$ cat config.mk
export PLATFORM = sky130hd
export DESIGN_NAME = quick_spi_arbiter
export DESIGN_NICKNAME = d
export VERILOG_FILES = /design/src/rtl/quick_spi_arbiter.sv
export SDC_FILE = /design/constraint.sdc
export NUM_CORES = 1
export LEC_CHECK = 0
export BUFFER_PORTS_ARGS = -buffer_cell sky130_fd_sc_hd__buf_2
export CAP_MARGIN = 0
export CORE_MARGIN = 5
export CORE_UTILIZATION = 23
export CTS_CLUSTER_DIAMETER = 30
export CTS_CLUSTER_SIZE = 28
export DETAILED_ROUTE_END_ITERATION = 8
export PLACE_DENSITY_LB_ADDON = 0.05
export RECOVER_POWER = 25
export SLEW_MARGIN = 40
export SYNTH_ARGS = -nofsm -noshare
export SYNTH_HDL_FRONTEND = slang
export SYNTH_SLANG_ARGS = --single-unit
$ cat constraint.sdc
create_clock -name clk -period 1.63 [get_ports clk]
set_input_delay 0.163 -clock clk [delete_from_list [all_inputs] [get_ports clk]]
set_output_delay 0.163 -clock clk [all_outputs]
set_load 0.02 [all_outputs]
$ cat src/rtl/quick_spi_arbiter.sv
// rtl/quick_spi_arbiter.sv - round-robin arbiter sharing one quick_spi master
// Grants one client at a time, launches the master and returns data or a timeout error.
module quick_spi_arbiter #(
  parameter int NUM_REQUESTERS      = 4,
  parameter int NUMBER_OF_SLAVES    = 2,
  parameter int INCOMING_DATA_WIDTH = 8,
  parameter int OUTGOING_DATA_WIDTH = 16,
  parameter int TIMEOUT_CYCLES      = 1024
) (
  input  logic                                          clk,
  input  logic                                          reset_n,
  input  logic [NUM_REQUESTERS-1:0]                     req,
  input  logic [NUM_REQUESTERS*NUMBER_OF_SLAVES-1:0]    req_slave,
  input  logic [NUM_REQUESTERS-1:0]                     req_operation,
  input  logic [NUM_REQUESTERS*OUTGOING_DATA_WIDTH-1:0] req_outgoing_data,
  output logic [NUM_REQUESTERS-1:0]                     gnt,
  output logic [NUM_REQUESTERS-1:0]                     done,
  output logic [INCOMING_DATA_WIDTH-1:0]                rsp_data,
  output logic                                          rsp_error,
  output logic                                          spi_start_transaction,
  output logic [NUMBER_OF_SLAVES-1:0]                   spi_slave,
  output logic                                          spi_operation,
  output logic [OUTGOING_DATA_WIDTH-1:0]                spi_outgoing_data,
  input  logic                                          spi_end_of_transaction,
  input  logic [INCOMING_DATA_WIDTH-1:0]                spi_incoming_data
);
  localparam int N  = NUM_REQUESTERS;
  localparam int S  = NUMBER_OF_SLAVES;
  localparam int IW = INCOMING_DATA_WIDTH;
  localparam int OW = OUTGOING_DATA_WIDTH;
  localparam int PW = $clog2(N);
  localparam int CW = $clog2(TIMEOUT_CYCLES);

  typedef enum logic [1:0] {S_IDLE, S_GRANT, S_WAIT, S_COMPLETE} state_t;

  state_t          state_q, state_d;
  logic [N-1:0]    gnt_q, gnt_d, done_q, done_d;
  logic [IW-1:0]   rsp_data_q, rsp_data_d;
  logic            rsp_error_q, rsp_error_d;
  logic            start_q, start_d;
  logic [S-1:0]    slave_q, slave_d;
  logic            op_q, op_d;
  logic [OW-1:0]   wdata_q, wdata_d;
  logic [PW-1:0]   ptr_q, ptr_d, win_q, win_d;
  logic [CW-1:0]   cnt_q, cnt_d;
  logic            eot_q;

  logic            any_req, eot_rise;
  logic [PW-1:0]   pick;
  logic [PW:0]     sum;
  logic [S-1:0]    pick_slave;
  logic            pick_op;
  logic [OW-1:0]   pick_wdata;

  assign eot_rise = spi_end_of_transaction & ~eot_q;

  // Scan downward so the last hit written is the nearest set bit at or after ptr.
  always_comb begin
    pick    = '0;
    any_req = 1'b0;
    sum     = '0;
    for (int i = N - 1; i >= 0; i--) begin
      sum = {1'b0, ptr_q} + (PW+1)'(i);
      if (sum >= (PW+1)'(N)) sum = sum - (PW+1)'(N);
      if (req[sum[PW-1:0]]) begin
        pick    = sum[PW-1:0];
        any_req = 1'b1;
      end
    end
  end

  always_comb begin
    pick_slave = '0;
    pick_op    = 1'b0;
    pick_wdata = '0;
    for (int i = 0; i < N; i++) begin
      if (PW'(i) == pick) begin
        pick_slave = req_slave[i*S +: S];
        pick_op    = req_operation[i];
        pick_wdata = req_outgoing_data[i*OW +: OW];
      end
    end
  end

  always_comb begin
    state_d     = state_q;
    gnt_d       = gnt_q;
    done_d      = '0;
    rsp_data_d  = rsp_data_q;
    rsp_error_d = rsp_error_q;
    start_d     = 1'b0;
    slave_d     = slave_q;
    op_d        = op_q;
    wdata_d     = wdata_q;
    ptr_d       = ptr_q;
    win_d       = win_q;
    cnt_d       = cnt_q;
    case (state_q)
      S_IDLE: begin
        if (any_req) begin
          win_d   = pick;
          gnt_d   = N'(1) << pick;
          slave_d = pick_slave;
          op_d    = pick_op;
          wdata_d = pick_wdata;
          state_d = S_GRANT;
        end
      end
      S_GRANT: begin
        start_d = 1'b1;
        cnt_d   = '0;
        state_d = S_WAIT;
      end
      S_WAIT: begin
        cnt_d = cnt_q + 1'b1;
        // A completion edge beats an expiring watchdog in the same cycle.
        if (eot_rise) begin
          rsp_data_d  = spi_incoming_data;
          rsp_error_d = 1'b0;
          done_d      = gnt_q;
          state_d     = S_COMPLETE;
        end else if (cnt_q == CW'(TIMEOUT_CYCLES - 1)) begin
          rsp_data_d  = '0;
          rsp_error_d = 1'b1;
          done_d      = gnt_q;
          state_d     = S_COMPLETE;
        end
      end
      S_COMPLETE: begin
        ptr_d       = (win_q == PW'(N - 1)) ? '0 : win_q + 1'b1;
        gnt_d       = '0;
        rsp_error_d = 1'b0;
        state_d     = S_IDLE;
      end
      default: state_d = S_IDLE;
    endcase
  end

  always_ff @(posedge clk or negedge reset_n) begin
    if (!reset_n) begin
      state_q     <= S_IDLE;
      gnt_q       <= '0;
      done_q      <= '0;
      rsp_data_q  <= '0;
      rsp_error_q <= 1'b0;
      start_q     <= 1'b0;
      slave_q     <= '0;
      op_q        <= 1'b0;
      wdata_q     <= '0;
      ptr_q       <= '0;
      win_q       <= '0;
      cnt_q       <= '0;
      eot_q       <= 1'b0;
    end else begin
      state_q     <= state_d;
      gnt_q       <= gnt_d;
      done_q      <= done_d;
      rsp_data_q  <= rsp_data_d;
      rsp_error_q <= rsp_error_d;
      start_q     <= start_d;
      slave_q     <= slave_d;
      op_q        <= op_d;
      wdata_q     <= wdata_d;
      ptr_q       <= ptr_d;
      win_q       <= win_d;
      cnt_q       <= cnt_d;
      eot_q       <= spi_end_of_transaction;
    end
  end

  assign gnt                   = gnt_q;
  assign done                  = done_q;
  assign rsp_data              = rsp_data_q;
  assign rsp_error             = rsp_error_q;
  assign spi_start_transaction = start_q;
  assign spi_slave             = slave_q;
  assign spi_operation         = op_q;
  assign spi_outgoing_data     = wdata_q;

endmodule

==> results_dict.tcl, run 1 <==
set metrics [dict create \
    run_status "complete, but fails checks" \
    violations "setup timing" \
    grt_max_degree 55 \
    num_antenna_cells 0 \
    setup_viol 21 \
    worstSkewPairLatency_ns 0.30 \
    cp_data_required_time_ns 1.86 \
    maxCapViolCount 0 \
    cp_top_family "compound AO/OA/AOI/OAI gates" \
    p_sw_frac 0.4137 \
    setup_slack_ns -0.1060 \
    synth_top_family_by_area "compound AO/OA/AOI/OAI gates" \
    cpPeakStageDelay_ns 0.40 \
    mostFrequentLayoutCells "buf_2 (127), dfrtp_1 (53), mux2i_1 (34), buf_4 (34), nand2_1 (27)" \
    io_pins 128 \
    tightest_slew_ns 0.8111 \
    syn-mean-instance-area_sq_um 10.59 \
    viasPerCell 4.410 \
    synth_edf_count 0 \
    cts_sinks 54 \
    rr_worst_depth 7 \
    ys_warn_count 0 \
    nFillCells 1255 \
    hold_class "input pin to flop" \
    vdd_drop_max_mv 0.5029 \
    synth_top_area_frac 0.4760 \
    antenna_left 0 \
    seqCellArea_sq_mm 0.001353 \
    cts_tree "yes" \
    post-route-period-util 1.065 \
    setup.worst_path.start "ptr_q[1]" \
    yosysTopAreaCell "dfrtp_1" \
    yosys.cell_types.count 46 \
    dr.pass1.iters 4 \
    start_kind "flop" \
    synth_compound_area_frac 0.1604 \
    seqPwrFrac 0.290 \
    synth_cells 268 \
    multi_input_area_sq_mm 0.001509 \
    clockBufferDepth 2 \
    crit_end "gnt[2]" \
    net-switching-power_w 0.002994 \
    drive_gt1_frac 0.4943 \
    cts_max_level 2 \
    cp_max_fo 4 \
    grt_usage 0.1211 \
    total_power_w 0.007238 \
    final_cell_area_sq_mm 0.004330 \
    antenna_found_initial 0 \
    rsz0062_at_grt "yes" \
    combPwrFrac 0.554 \
    syn-num-nets 366 \
    synth_mux_area_frac 0.1490 \
    die_w_um 121.1 \
    cts_root_buf "clkbuf_16" \
    reg2reg_slack_ns -0.11 \
    totalWireLength_mm 8.845 \
    clkTransAtPathRegs_ns 0.07 \
    synthSimpleGateAreaFrac 0.1340 \
    place_ws_ns -0.1979 \
    path_class "flop to flop" \
    grt_remaining_overflow 0 \
    r2r_end "gnt[2]" \
    async_flop_share 1.000 \
    p_clk_frac 0.155 \
    p_int_w 0.004244 \
    skew_ns 0.004912 \
    final_util 0.3590 \
    grt_pass1_wl_mm 14.12 \
    coreArea_sq_mm 0.01206 \
    cts_made_buffers 5 \
    grt_pass1_vias 2766 \
    placementRows 40 \
    finalHoldViolCount 0 \
    synthTopCellsByArea "dfrtp_1 (48%), mux2i_1 (14%), nand2_1 (3.8%)" \
    crit_cells 7 \
    final_common_cell "buf_2" \
    drc 0 \
    cellLeakagePower_nw 2.163 \
    initialDrtViolationCount 140 \
    routedWlPerCell_um 14.67 \
    synth_ff_type "dfrtp_1" \
    ys_seq_elements 54 \
    worstReg2RegStart "ptr_q[1]" \
    period_needed_ns 1.736 \
    syn2layout_area_growth_pct 52.53 \
    vias 2659 \
    slew_headroom 0.4593 \
    dpl-instance-area_sq_mm 0.003945 \
    synthXorXnorAreaFrac 0.006170 \
    crit_path_cell_trace "buf_4 > mux2i_1 > o2bb2ai_1 > nor2_2 > buf_4 > o32a_1 > o21ai_1" \
    ys_seq_area_frac 0.4760 \
    maxSlewViolCount 0 \
    path_common_cell "buf_4" \
    synth_area_sq_mm 0.002839 \
    dpl.hpwl_mm 6.636 \
    fmax_mhz 576.0 \
    start_util 0.2354 \
    cp_slowest_cell "dfrtp_1" \
    path_buf_inv 2 \
    nNetsFinal 532 \
    gp_congestion 0.7308 \
    die_area_sq_mm 0.01467 \
    powerDensity_mw_per_mm2 1671 \
    io_buffers 127 \
    synthAdderAreaFrac 0.03085 \
    arrival_ns 1.97 \
    die_h_um 121.1 \
    worstSetupEndpointType "flop" \
]
## per-stage QoR
step	hold WS, ns	setup TNS [ns]	std cells
finish	0.07652	-1.103	603
CTS	0.06147	-1.691	602
global placement	0.1974	-5.357	588
detailed placement	0.1970	-3.489	588
global route	0.07300	-3.074	603
floorplan	-0.1326	-0.05041	268
## cell usage after synthesis, types with 2 or more instances
| cell type | count |
|---|---|
| ha_1 | 7 |
| o221ai_1 | 7 |
| mux2_2 | 2 |
| inv_1 | 11 |
| a22o_1 | 10 |
| o21ai_0 | 11 |
| nor2b_1 | 2 |
| clkbuf_1 | 6 |
| nor2_1 | 27 |
| nand2_1 | 29 |
| a21oi_1 | 3 |
| nor3_1 | 2 |
| buf_2 | 3 |
| nor3b_1 | 2 |
| o21ai_1 | 4 |
| mux2i_1 | 40 |
| nand3_1 | 6 |
| a221oi_1 | 11 |
| dfrtp_1 | 54 |
| buf_6 | 2 |
| xnor2_1 | 2 |
| o32a_1 | 3 |
## state kept, by name (all words and copies together) (netlist names)
name	count
spi_outgoing_data	16
spi_slave	2
state_q	2
spi_start_transaction	1
ptr_q	2
spi_operation	1
gnt	4
rsp_error	1
win_q	2
done	4
eot_q	1
cnt_q	10
rsp_data	8
## worst min path at each step
stage,end,start,slack [ns],depth (start not counted)
6_report,rsp_data[3],spi_incoming_data[3],0.08,2
5_1_grt,rsp_data[5],spi_incoming_data[5],0.07,2
4_1_cts,rsp_data[3],spi_incoming_data[3],0.06,2
3_5_place_dp,cnt_q[0],reset_n,0.20,2
3_3_place_gp,cnt_q[0],reset_n,0.20,2
2_1_floorplan,cnt_q[0],reset_n,-0.13,0
## power groups by stage
stage / Sequential, W / Clock (W) / Combinational, W
after CTS: 0.00210 / 0.00120 / 0.00396
after global routing: 0.00217 / 0.00124 / 0.00441
after floorplan: 0.00259 / 0 / 0.00176
final: 0.00210 / 0.00112 / 0.00401
after global placement: 0.00211 / 0 / 0.00365
after detailed placement: 0.00212 / 0 / 0.00369
## logic make-up after synthesis
group,Yosys count
and+or+nand+nor,80
adders and majority gates,7
xor gates and xnor gates,2
AOI/OAI and AO/OA,59
muxes,42
DFF,54
buffers and inverters,24
## layout make-up
| type | instances | share of cell area |
|---|---|---|
| Multi-Input combinational cell | 190 | 0.3485 |
| Sequential cell | 54 | 0.3123 |
| Timing Repair Buffer | 172 | 0.2462 |
| Tap cell | 168 | 0.04854 |
| Clock buffer | 5 | 0.02889 |
| Inverter | 11 | 0.009535 |
| Clock inverter | 3 | 0.006068 |
## layer usage
layer,part of all wire,vias to the layer above,GRT usage
met2,0.47,68,0.1942
met1,0.45,1269,0.1562
li1,-,1314,-
met3,0.066,8,0.03823
met4,0.015,0,0.03541
met5,0,-,0
## repair_timing
action	4_1_cts	5_1_grt
hold buffers	2	0
hold endpoints to repair	55	0
buffers inserted	3	1
gates cloned	1	0
resized for setup	21	15
pin swaps	8	4
endpoints found under the setup margin	35	30
Power figures use the tool's default switching activity.
==> run 2: changes to the inputs <==
--- a/config.mk
+++ b/config.mk
@@ -7,7 +7,6 @@
 export LEC_CHECK = 0
 export BUFFER_PORTS_ARGS = -buffer_cell sky130_fd_sc_hd__buf_2
 export CAP_MARGIN = 0
-export CORE_MARGIN = 5
 export CORE_UTILIZATION = 23
 export CTS_CLUSTER_DIAMETER = 30
 export CTS_CLUSTER_SIZE = 28
==> results_dict.tcl, run 2 (same netlist as run 1, synthesis figures left out) <==
set metrics [dict create \
    run_status "complete, but fails checks" \
    violations "setup timing" \
    period_needed_ns 1.715 \
    viasPerCell 4.545 \
    die_w_um 113.1 \
    p_int_w 0.004593 \
    fmax_mhz 583.2 \
    cts_made_buffers 5 \
    drive_gt1_frac 0.5315 \
    cts_tree "yes" \
    worstReg2RegStart "ptr_q[0]" \
    total_power_w 0.007781 \
    post-route-period-util 1.052 \
    maxCapViolCount 0 \
    clockBufferDepth 2 \
    placementRows 40 \
    powerDensity_mw_per_mm2 1705 \
    grt_remaining_overflow 0 \
    p_sw_frac 0.4097 \
    maxSlewViolCount 0 \
    p_clk_frac 0.147 \
    cpPeakStageDelay_ns 0.41 \
    hold_slack_ns 0.07391 \
    cellLeakagePower_nw 2.260 \
    cp_data_required_time_ns 1.79 \
    dpl.hpwl_mm 5.959 \
    tightest_slew_ns 0.8073 \
    path_common_cell "buf_6" \
    routedWlPerCell_um 14.71 \
    cp_slowest_cell "dfrtp_1" \
    initialDrtViolationCount 73 \
    mostFrequentLayoutCells "buf_2 (127), dfrtp_1 (54), buf_4 (36), mux2i_1 (30), nand2_1 (26)" \
    reg2reg_slack_ns -0.08 \
    crit_path_cell_trace "buf_6 > nor3b_4 > a31oi_4 > o211ai_4 > buf_6 > buf_12 > mux2i_1 > a221oi_1" \
    path_class "flop to flop" \
    vias 2686 \
    combPwrFrac 0.584 \
    hold_class "input pin to flop" \
    syn2layout_area_growth_pct 60.78 \
    setup_viol 21 \
    die_area_sq_mm 0.01279 \
    grt_usage 0.1359 \
    dr.pass1.iters 4 \
    crit_end "spi_slave[1]" \
    nNetsFinal 541 \
    worstSetupEndpointType "flop" \
    grt_pass1_vias 2647 \
    dpl-instance-area_sq_mm 0.003940 \
    vdd_drop_max_mv 0.5767 \
    setup_tns_ns -1.031 \
    cp_max_fo 7 \
    coreArea_sq_mm 0.01201 \
    drc 0 \
    final_cell_area_sq_mm 0.004564 \
    setup.worst_path.start "ptr_q[0]" \
    gp_congestion 0.7145 \
    finalHoldViolCount 0 \
    seqPwrFrac 0.268 \
    final_util 0.3800 \
    setup_slack_ns -0.08481 \
    grt_max_degree 55 \
    cts_sinks 54 \
    grt_pass1_wl_mm 13.61 \
    totalWireLength_mm 8.692 \
    slew_headroom 0.4618 \
    cts_max_level 2 \
    largest_register_ffs 16 \
    worstSkewPairLatency_ns 0.30 \
    rr_worst_depth 8 \
    io_buffers 127 \
    num_antenna_cells 0 \
    final_common_cell "buf_2" \
    net-switching-power_w 0.003188 \
    skew_ns 0.008633 \
    arrival_ns 1.87 \
    r2r_end "spi_slave[1]" \
    clkTransAtPathRegs_ns 0.08 \
    antenna_left 0 \
    holdCritStartpoint "spi_incoming_data[2]" \
    cts_root_buf "clkbuf_16" \
    io_pins 128 \
    start_kind "flop" \
    die_h_um 113.1 \
    antenna_found_initial 0 \
    start_util 0.2364 \
    rsz0062_at_grt "yes" \
]
[run 2: power by group through the flow]
stage	combinational [W]	sequential, W	clock, W
global route	0.00497	0.00216	0.00126
CTS	0.00423	0.00209	0.00121
finish	0.00455	0.00209	0.00115
global placement	0.00366	0.00211	0
detailed placement	0.00370	0.00212	0
floorplan	0.00176	0.00259	0
[run 2: per-layer routing]
layer,vias up,GRT usage,share of wire
li1,1336,-,-
met1,1273,0.1888,0.48
met2,72,0.2119,0.47
met3,5,0.02946,0.050
met4,0,0.03947,0.0072
met5,-,0,0
[run 2: worst min-delay path by stage]
stage,end,slack [ns],cells after the start
4_1_cts,rsp_data[2],0.06,2
2_1_floorplan,cnt_q[0],-0.13,0
3_5_place_dp,cnt_q[4],0.20,2
3_3_place_gp,cnt_q[4],0.20,2
5_1_grt,rsp_data[2],0.06,2
6_report,rsp_data[2],0.07,2
[run 2: final cells by class]
class | count | area [sq um]
Inverter | 11 | 45.04
Fill cell | 1216 | 7447
Tap cell | 147 | 183.9
Multi-Input combinational cell | 190 | 1622
Sequential cell | 54 | 1351
Clock buffer | 5 | 125.1
Clock inverter | 3 | 28.78
Timing Repair Buffer | 181 | 1209
[run 2: repair_timing]
action                     in CTS  in global routing
buffers inserted                8                  1
hold buffers                    2                  0
gates resized for setup        22                 40
setup endpoints to repair      34                 30
gates cloned                    4                  1
hold endpoints to repair       55                  0
pin swaps                      19                 11
[run 2: critical path, delay by kind of cell (launching register included)]
kind,cells,cell delay [ns]
AO/OA/AOI/OAI,3,0.28
flip-flops,1,0.41
AND/OR/NAND/NOR,1,0.22
buffers and inverters,3,0.43
multiplexers,1,0.23
[run 2: through the flow]
| step | setup WS (ns) | cells |
|---|---|---|
| 2_1_floorplan | -0.05041 | 268 |
| 3_3_place_gp | -0.3233 | 569 |
| 3_5_place_dp | -0.1500 | 569 |
| 4_1_cts | -0.1324 | 590 |
| 5_1_grt | -0.1749 | 591 |
| 6_report | -0.08481 | 591 |
==> run 3: changes to the inputs <==
--- a/config.mk
+++ b/config.mk
@@ -8,7 +8,7 @@
 export BUFFER_PORTS_ARGS = -buffer_cell sky130_fd_sc_hd__buf_2
 export CAP_MARGIN = 0
 export CORE_UTILIZATION = 23
-export CTS_CLUSTER_DIAMETER = 30
+export CTS_CLUSTER_DIAMETER = 40
 export CTS_CLUSTER_SIZE = 28
 export DETAILED_ROUTE_END_ITERATION = 8
 export PLACE_DENSITY_LB_ADDON = 0.05
==> constraint.sdc (replaced) <==
create_clock -name clk -period 1.63 [get_ports clk]
set_input_delay 0.326 -clock clk [delete_from_list [all_inputs] [get_ports clk]]
set_output_delay 0.326 -clock clk [all_outputs]
set_load 0.02 [all_outputs]
==> results_dict.tcl, run 3 (same netlist as run 1, synthesis figures left out) <==
set metrics [dict create \
    nNetsFinal 534 \
    r2r_end "spi_slave[1]" \
    grt_max_degree 55 \
    cts_sinks 54 \
    dpl.hpwl_mm 6.105 \
    combPwrFrac 0.558 \
    cts_root_buf "clkbuf_16" \
    dp_cells 569 \
    viasPerCell 4.594 \
    gp_congestion 0.7190 \
    holdCritStartpoint "spi_end_of_transaction" \
    drc 0 \
    slew_headroom 0.03700 \
    hold_class "input pin to flop" \
    setup_viol 21 \
    skew_ns 0.008259 \
    coreArea_sq_mm 0.01201 \
    reg2reg_slack_ns -0.15 \
    die_w_um 113.1 \
    cts_made_buffers 5 \
    mostFrequentLayoutCells "buf_2 (127), dfrtp_1 (54), buf_4 (36), mux2i_1 (29), nand2_1 (27)" \
    hold_slack_ns 0.1387 \
    syn2layout_area_growth_pct 56.32 \
    tightest_slew_ns 1.444 \
    cpPeakStageDelay_ns 0.42 \
    vdd_drop_max_mv 0.6057 \
    antenna_found_initial 0 \
    rr_worst_depth 7 \
    vias 2683 \
    path_class "flop to flop" \
    initialDrtViolationCount 84 \
    ctsHoldBuffers 0 \
    period_needed_ns 1.778 \
    io_buffers 127 \
    post-route-period-util 1.091 \
    cellLeakagePower_nw 2.197 \
    cp_max_fo 6 \
    num_antenna_cells 0 \
    final_common_cell "buf_2" \
    start_util 0.2364 \
    nFillCells 1219 \
    largest_register_ffs 16 \
    arrival_ns 1.97 \
    routedWlPerCell_um 14.72 \
    dr.pass1.iters 4 \
    die_area_sq_mm 0.01279 \
    cp_slowest_cell "dfrtp_1" \
    grt_pass1_vias 2653 \
    clockBufferDepth 2 \
    finalHoldViolCount 0 \
    run_status "complete, but fails checks" \
    cts_tree "yes" \
    net-switching-power_w 0.003098 \
    p_sw_frac 0.4065 \
    cts_max_level 2 \
    p_int_w 0.004524 \
    stdcell_count 584 \
    clkTransAtPathRegs_ns 0.08 \
    seqPwrFrac 0.273 \
    cp_data_required_time_ns 1.82 \
    hold_depth 1 \
    powerDensity_mw_per_mm2 1717 \
    placementRows 40 \
    min_to "eot_q" \
    maxCapViolCount 0 \
    worstSetupEndpointType "flop" \
    maxSlewViolCount 0 \
    fmax_mhz 562.4 \
    setup_slack_ns -0.1481 \
    crit_path_cell_trace "buf_6 > nor3b_4 > a31oi_4 > o211ai_4 > buf_4 > mux2i_1 > a221oi_1" \
    p_clk_frac 0.169 \
    drive_gt1_frac 0.5149 \
    worstSkewPairLatency_ns 0.31 \
    die_h_um 113.1 \
    total_power_w 0.007622 \
    setup_tns_ns -1.976 \
    antenna_left 0 \
    place_ws_ns -0.2359 \
    io_pins 128 \
    worstReg2RegStart "ptr_q[1]" \
    totalWireLength_mm 8.597 \
    grt_usage 0.1346 \
    grt_remaining_overflow 0 \
    rsz0062_at_grt "yes" \
    violations "setup timing" \
    start_kind "flop" \
    grt_pass1_wl_mm 13.39 \
]
==> run 3: area by class of cell <==
cell class / count / area (sq um) / area share
multi-input combinational: 190 / 1599 / 0.3603
tap: 147 / 183.9 / 0.04144
inverter: 11 / 41.29 / 0.009304
timing repair buffer: 174 / 1089 / 0.2453
clock buffer: 5 / 125.1 / 0.02819
clock inverter: 3 / 48.80 / 0.01100
sequential: 54 / 1351 / 0.3045
==> run 3: critical path, delay by kind of cell (launching register included) <==
kind,cells,cell delay [ns]
AOI/OAI and AO/OA,3,0.57
buffers and inverters,2,0.38
DFF,1,0.42
muxes,1,0.07
and+or+nand+nor,1,0.22
==> run 3: what timing repair did <==
item | CTS | global route
setup buffers | 7 | 1
resized for setup | 22 | 28
gates cloned | 3 | 0
pin swaps | 12 | 20
setup endpoints to repair | 36 | 26
==> run 3: worst max path at each step <==
| stage | startpoint | to |
|---|---|---|
| 6_report | ptr_q[1] | spi_slave[1] |
| 5_1_grt | ptr_q[1] | spi_outgoing_data[5] |
| 4_1_cts | ptr_q[0] | spi_outgoing_data[11] |
| 3_5_place_dp | req[2] | spi_outgoing_data[7] |
| 3_3_place_gp | req[2] | spi_outgoing_data[7] |
| 2_1_floorplan | cnt_q[0] | state_q[1] |
==> run 3: through the flow <==
step                      instance area, sq um  utilization
after global placement                    3950       0.3289
after CTS                                 4398       0.3661
after detailed placement                  3959       0.3296
final                                     4438       0.3695
after global routing                      4438       0.3695
after floorplan                           2843            -
==> run 3: per-layer routing <==
| layer | share of wire | routed length [um] | vias to the layer above | global-route usage |
|---|---|---|---|---|
| li1 | - | - | 1314 | - |
| met1 | 0.46 | 3983 | 1292 | 0.1773 |
| met2 | 0.47 | 4077 | 69 | 0.2176 |
| met3 | 0.053 | 459 | 8 | 0.03749 |
| met4 | 0.0091 | 78 | 0 | 0.03421 |
| met5 | 0 | 0 | - | 0 |
==> run 3: power by group through the flow <==
stage          sequential [W]  combinational, W  clock [W]
6_report              0.00208           0.00425    0.00129
3_3_place_gp          0.00213           0.00368          0
5_1_grt               0.00215           0.00464    0.00139
4_1_cts               0.00209           0.00427    0.00135
2_1_floorplan         0.00259           0.00176          0
3_5_place_dp          0.00212           0.00374          0
